## src/rtl/axi_rd_arbiter.sv

```systemverilog
// axi_rd_arbiter: round-robin share of one AXI AR/R channel among N_REQ
// cache read ports, one outstanding burst per port, R beats routed by rid.
//
// Ports:
//   clk, resetn          clock, synchronous active-low reset
//   rd_req/type/addr     per-port requests (held until rd_rdy)
//   rd_rdy               one-hot grant pulse
//   ret_valid/last/data  per-port refill beats (data broadcast)
//   wb_busy/wb_addr      pending write-buffer line (blocks same-line reads)
//   ar*/r*               AXI read address / read data channels
module axi_rd_arbiter #(
   parameter int N_REQ = 2,
   parameter int ID_W  = 4
) (
   input  logic                  clk,
   input  logic                  resetn,
   input  logic [N_REQ-1:0]      rd_req,
   input  logic [3*N_REQ-1:0]    rd_type,
   input  logic [32*N_REQ-1:0]   rd_addr,
   output logic [N_REQ-1:0]      rd_rdy,
   output logic [N_REQ-1:0]      ret_valid,
   output logic [N_REQ-1:0]      ret_last,
   output logic [31:0]           ret_data,
   input  logic                  wb_busy,
   input  logic [31:0]           wb_addr,
   output logic [ID_W-1:0]       arid,
   output logic [31:0]           araddr,
   output logic [7:0]            arlen,
   output logic [2:0]            arsize,
   output logic [1:0]            arburst,
   output logic                  arvalid,
   input  logic                  arready,
   input  logic [ID_W-1:0]       rid,
   input  logic [31:0]           rdata,
   input  logic [1:0]            rresp,
   input  logic                  rlast,
   input  logic                  rvalid,
   output logic                  rready
);

   logic [N_REQ-1:0] out_q, out_d;
   logic [N_REQ-1:0] elig, gnt;
   logic [ID_W-1:0]  rr_q, rr_d;
   logic [ID_W-1:0]  arid_q, arid_d, g_idx;
   logic [31:0]      araddr_q, araddr_d;
   logic [7:0]       arlen_q, arlen_d, len_n;
   logic [2:0]       arsize_q, arsize_d, size_n, ty;
   logic             arvalid_q, arvalid_d;
   logic             slot_free, any_gnt;
   logic             unused_ok;

   assign unused_ok = ^{rresp, wb_addr[3:0]};
   assign slot_free = !arvalid_q || arready;

   // A read to the line still sitting in the write buffer would
   // fetch stale memory, so it waits until the write is acknowledged.
   always_comb begin
      for (int i = 0; i < N_REQ; i++) begin
         elig[i] = rd_req[i] && !out_q[i] &&
                   !(wb_busy && rd_addr[32*i+4 +: 28] == wb_addr[31:4]);
      end
   end

   // Scan from rr+1 so the last winner has lowest priority.
   always_comb begin
      int j;
      j       = 0;
      gnt     = '0;
      g_idx   = '0;
      any_gnt = 1'b0;
      if (slot_free && resetn) begin
         for (int k = 1; k <= N_REQ; k++) begin
            j = int'(rr_q) + k;
            if (j >= N_REQ) j = j - N_REQ;
            if (!any_gnt && elig[j]) begin
               any_gnt  = 1'b1;
               g_idx    = ID_W'(j);
               gnt[j]   = 1'b1;
            end
         end
      end
   end

   always_comb begin
      ty     = rd_type[3*int'(g_idx) +: 3];
      len_n  = 8'd0;
      size_n = 3'd2;
      case (ty)
         3'b100:  len_n  = 8'd3;
         3'b001:  size_n = 3'd1;
         3'b000:  size_n = 3'd0;
         default: size_n = 3'd2;
      endcase
   end

   always_comb begin
      arvalid_d = arvalid_q;
      arid_d    = arid_q;
      araddr_d  = araddr_q;
      arlen_d   = arlen_q;
      arsize_d  = arsize_q;
      if (any_gnt) begin
         arvalid_d = 1'b1;
         arid_d    = g_idx;
         araddr_d  = rd_addr[32*int'(g_idx) +: 32];
         arlen_d   = len_n;
         arsize_d  = size_n;
      end else if (arready) begin
         arvalid_d = 1'b0;
      end
      out_d = (out_q & ~ret_last) | gnt;
      rr_d  = any_gnt ? g_idx : rr_q;
   end

   always_ff @(posedge clk) begin
      if (!resetn) begin
         arvalid_q <= 1'b0;
         arid_q    <= '0;
         araddr_q  <= '0;
         arlen_q   <= '0;
         arsize_q  <= '0;
         out_q     <= '0;
         rr_q      <= ID_W'(N_REQ - 1);
      end else begin
         arvalid_q <= arvalid_d;
         arid_q    <= arid_d;
         araddr_q  <= araddr_d;
         arlen_q   <= arlen_d;
         arsize_q  <= arsize_d;
         out_q     <= out_d;
         rr_q      <= rr_d;
      end
   end

   // Beats for unknown ids or idle ports are accepted and dropped.
   always_comb begin
      for (int i = 0; i < N_REQ; i++) begin
         ret_valid[i] = resetn && rvalid && rid == ID_W'(i) && out_q[i];
         ret_last[i]  = ret_valid[i] && rlast;
      end
   end

   assign ret_data = rdata;
   assign rd_rdy   = gnt;
   assign arvalid  = arvalid_q;
   assign arid     = arid_q;
   assign araddr   = araddr_q;
   assign arlen    = arlen_q;
   assign arsize   = arsize_q;
   assign arburst  = 2'b01;
   assign rready   = 1'b1;

endmodule

```

## config.mk

```make
export PLATFORM = sky130hd
export DESIGN_NAME = axi_rd_arbiter
export DESIGN_NICKNAME = d
export VERILOG_FILES = /design/src/rtl/axi_rd_arbiter.sv
export SDC_FILE = /design/constraint.sdc
export NUM_CORES = 1
export LEC_CHECK = 0
export ABC_AREA = 1
export BUFFER_PORTS_ARGS = -buffer_cell sky130_fd_sc_hd__buf_2
export CORE_MARGIN = 1
export CORE_UTILIZATION = 40
export DETAILED_ROUTE_END_ITERATION = 8
export PLACE_DENSITY_LB_ADDON = 0.05
export SETUP_SLACK_MARGIN = 0.15
export SLEW_MARGIN = 15
export SYNTH_ARGS = -nofsm -noshare
export SYNTH_HDL_FRONTEND = slang
export SYNTH_SLANG_ARGS = --single-unit
```

## constraint.sdc

```tcl
create_clock -name clk -period 2 [get_ports clk]
set_input_delay 0.3 -clock clk [delete_from_list [all_inputs] [get_ports clk]]
set_output_delay 0.3 -clock clk [all_outputs]
set_load 0.05 [all_outputs]
```

==> metrics.md <==
| Metric | Value |
|---|---|
| Post-synth top area share | 0.284 |
| DR WL met3 | 621 um |
| Post-synth top area cell | nand2_1 |
| Final WS setup | -0.614 ns |
| Count leader, synth | nand2_1 |
| Minimum clock period | between 2 and 3 ns |
| CTS Buf Count | 5 |
| Clk Latency, worst-skew pair | around 0.31 ns |
| Post-Synthesis Cells | a little over 700 |
| Die Width | slightly above 100 um |
| Die H | 102 um |
| Crit path cell chain | ha_4, xor2_1, inv_1, nand4_1, nor2_2, nand2_2, nand2_2, nand4_1, o22ai_1, nand2_1, clkinvlp_4, buf_8 |
| Hold Slack | 0.300 ns |
| Vias | 4777 |
| Starting Density | 0.412 |
| DIE AREA | 0.0104 mm2 |
| DR top layer | met4 |
| Post-synthesis sequential area ratio | 0.215 |
| First-pass GRT wire length | 18900 um |
| Slowest CP cell | dfxtp_4 |
| Worst-Margin Slew | ~0.61 ns |
| Hold Fails Final Rpt | 0 |
| DR WL/cell | 11.7 um |
| Outcome | finished with violations |
| Slew HR | 0.596 |
| Syn-to-layout area delta | 45.8% |
| Average size of a mapped cell | about 5.5 um2 |
| Final Max Slew Viols | 0 |
| Critical Path RT | roughly 1.7 ns |
| Remaining global-route overflow | 0 |
| Hold_buf cts | 0 |
| Final #Nets | ~1100 |
| Crit Path Category | reg2out |
| IO Port Bufs | roughly 160 |
| DR WL met2 | 6150 um |
| Initial antenna violation count | 0 |
| TritonCTS Sinks | 43 |
| Register Area | roughly 870 um2 |
| Critical path arrival | ~2.3 ns |
| H-tree Lvls | 2 |
| Worst Setup SP | rr_q[0] |
| Vias in the first global route | between 4000 and 5000 |
| Initial DRT Pass Iterations | 4 |
| Post-synth top flop | dfxtp_1 |
| Final antenna-violating net count | 0 |
| Violated checks | setup timing |
| Post-route cell area | roughly 0.006 mm2 |
| CTS tree | built |
| Largest net degree at the start of global routing | 40 |
| Final period util | 1.31 |
| DR iter-0 viols | ~130 |
| Met1 Routed Length | 5430 um |
| DR vias/cell | between 4 and 5 |
| Unique cell type count in the Yosys netlist | 36 |
| Final Setup Violations | 41 |
| Cell Area, Synth | ~0.004 mm2 |
| Worst-path maximum fanout | 4 |
| Number of synthesized register bits | 43 |
| Core Footprint | roughly 0.01 mm2 |
| Kind of cell adding the most delay to the critical path | simple AND/OR/NAND/NOR gates |
| Max incr delay on CP | between 0.3 and 0.4 ns |
| Commonest cells post-synth | nand2_1 (304), inv_1 (99), buf_4 (46) |
| Critical path startpoint category | flop |
| Layout Utilization | 0.601 |
| Leakage | between 3 and 4 nW |
| Power Total | 0.00620 W |
| Max Cap Viol | 0 |
| CP endpoint kind | output pin |
| Synth top area cells | nand2_1 (28%), dfxtp_1 (21%), inv_1 (9.3%) |
| CTS root buf | clkbuf_8 |
| Hold crit path type | in2reg |
| Share of layout cells above drive strength 1 | 0.394 |
| Critical hold path startpoint | resetn |
| Maximum vdd ir drop | 509 uV |
| Clock tree buffer depth | 2 |
| GRT Total Usage | 0.230 |
| Buf+Inv Stages, Crit Path | 3 |
| Ports | approximately 240 |
| Unrepaired setup endpoints after global routing | yes |
| Post-route DRC | 0 |
| Gpl congestion | between 0.8 and 0.9 |
| Fillers | 986 |
| Fin Clk Skew | ~0.0079 ns |
| Fmax | roughly 380 MHz |
| N_diodes | 0 |
| EDFF count, synth | 0 |
| Multi-input logic area | 0.00253 mm2 |
| Drt total wl | 12400 um |
| Power per cell area | between 1000 and 1500 mW/mm2 |
| YS warnings | 0 |
| DP Wirelength | around 9300 um |
| Clk slew on worst S/H paths | around 0.10 ns |
| Ys async rst share | 0 |
| DP Area | around 0.005 mm2 |
| Std cell rows | 36 |
| Reg2reg start | rr_q[0] |
==> flip-flops by register name (all words and copies together) (netlist names) <==
register / cells
araddr: 32
rr_q: 4
arsize: 2
arid: 1
arlen: 1
arvalid: 1
out_q: 2
==> cells by family after synthesis <==
kind of cell             Yosys count  synth area share
other                              2           0.00187
XOR/XNOR                          10            0.0218
flip-flops                        43             0.215
buffers and inverters            189             0.226
AND/OR/NAND/NOR                  395             0.403
AO/OA/AOI/OAI                     81             0.117
adder cells (fa/ha/maj)            5            0.0156
==> cell usage in the layout (no fill, tap or decap), types with 2 or more instances in the layout <==
cell type / instances
a21oi_1: 15
a21oi_2: 19
buf_12: 6
buf_16: 4
buf_2: 154
buf_4: 60
buf_6: 20
buf_8: 2
clkbuf_8: 5
clkinv_1: 4
conb_1: 10
dfxtp_1: 40
dfxtp_4: 2
ha_4: 4
inv_1: 88
inv_2: 30
inv_6: 2
nand2_1: 276
nand2_2: 29
nand2_4: 7
nand3_1: 21
nand3_2: 2
nand4_1: 3
nor2_1: 43
nor2_2: 2
nor3_1: 4
nor3_4: 2
o21ai_0: 32
o21ai_1: 5
o22ai_1: 2
o31ai_1: 3
xnor2_1: 5
xor2_1: 4
==> routing by layer <==
layer,GRT usage,vias to the layer above
li1,-,2509
met4,0.0582,0
met2,0.421,130
met3,0.0417,18
met5,0,-
met1,0.276,2120
==> where the power goes <==
part | internal, W | switching (W)
Clock | 0.000258 | 0.000359
Combinational | 0.00196 | 0.00242
Sequential | 0.00106 | 0.000138
==> worst register-to-register path: cells and delay by family (launching register included) <==
family	cells	cell delay [ns]
xor+xnor	1	0.14
buf+inv	7	0.79
flops	1	0.39
compound gates	1	0.13
fa+ha+maj	1	0.17
simple gates	8	0.91
==> through the flow <==
stage / instances / TNS (ns) / setup WS, ns
3_3_place_gp: 1016 / -7.81 / -0.266
5_1_grt: 1056 / -25.41 / -0.753
4_1_cts: 1049 / -17.76 / -0.542
2_1_floorplan: 733 / -0.0474 / -0.0474
3_5_place_dp: 1016 / -8.59 / -0.325
6_report: 1056 / -20.71 / -0.614
==> final cells by class <==
type                       instances  share of cell area
clock buffer                       5              0.0118
multi-input combinational        501               0.432
timing repair buffer             246               0.292
sequential                        43               0.149
tap                              133              0.0284
clock inverter                     3             0.00449
inverter                         125              0.0826
==> repair_timing <==
item | CTS | global route
resized for setup | 47 | 53
endpoints found under the setup margin | 40 | 44
pin swaps | 18 | 25
buffers inserted | 21 | 6
gates cloned | 4 | 1
==> path summary, 6_finish.rpt <==
check / end / depth (start not counted) / slack, ns
worst max register to register: araddr[13] / 18 / -0.59
worst min-delay path: arvalid / 3 / 0.30
worst max-delay path: rd_rdy[1] / 12 / -0.61
worst min register to register: araddr[6] / 2 / 0.46
No activity file was read; power rests on OpenSTA's default activity.
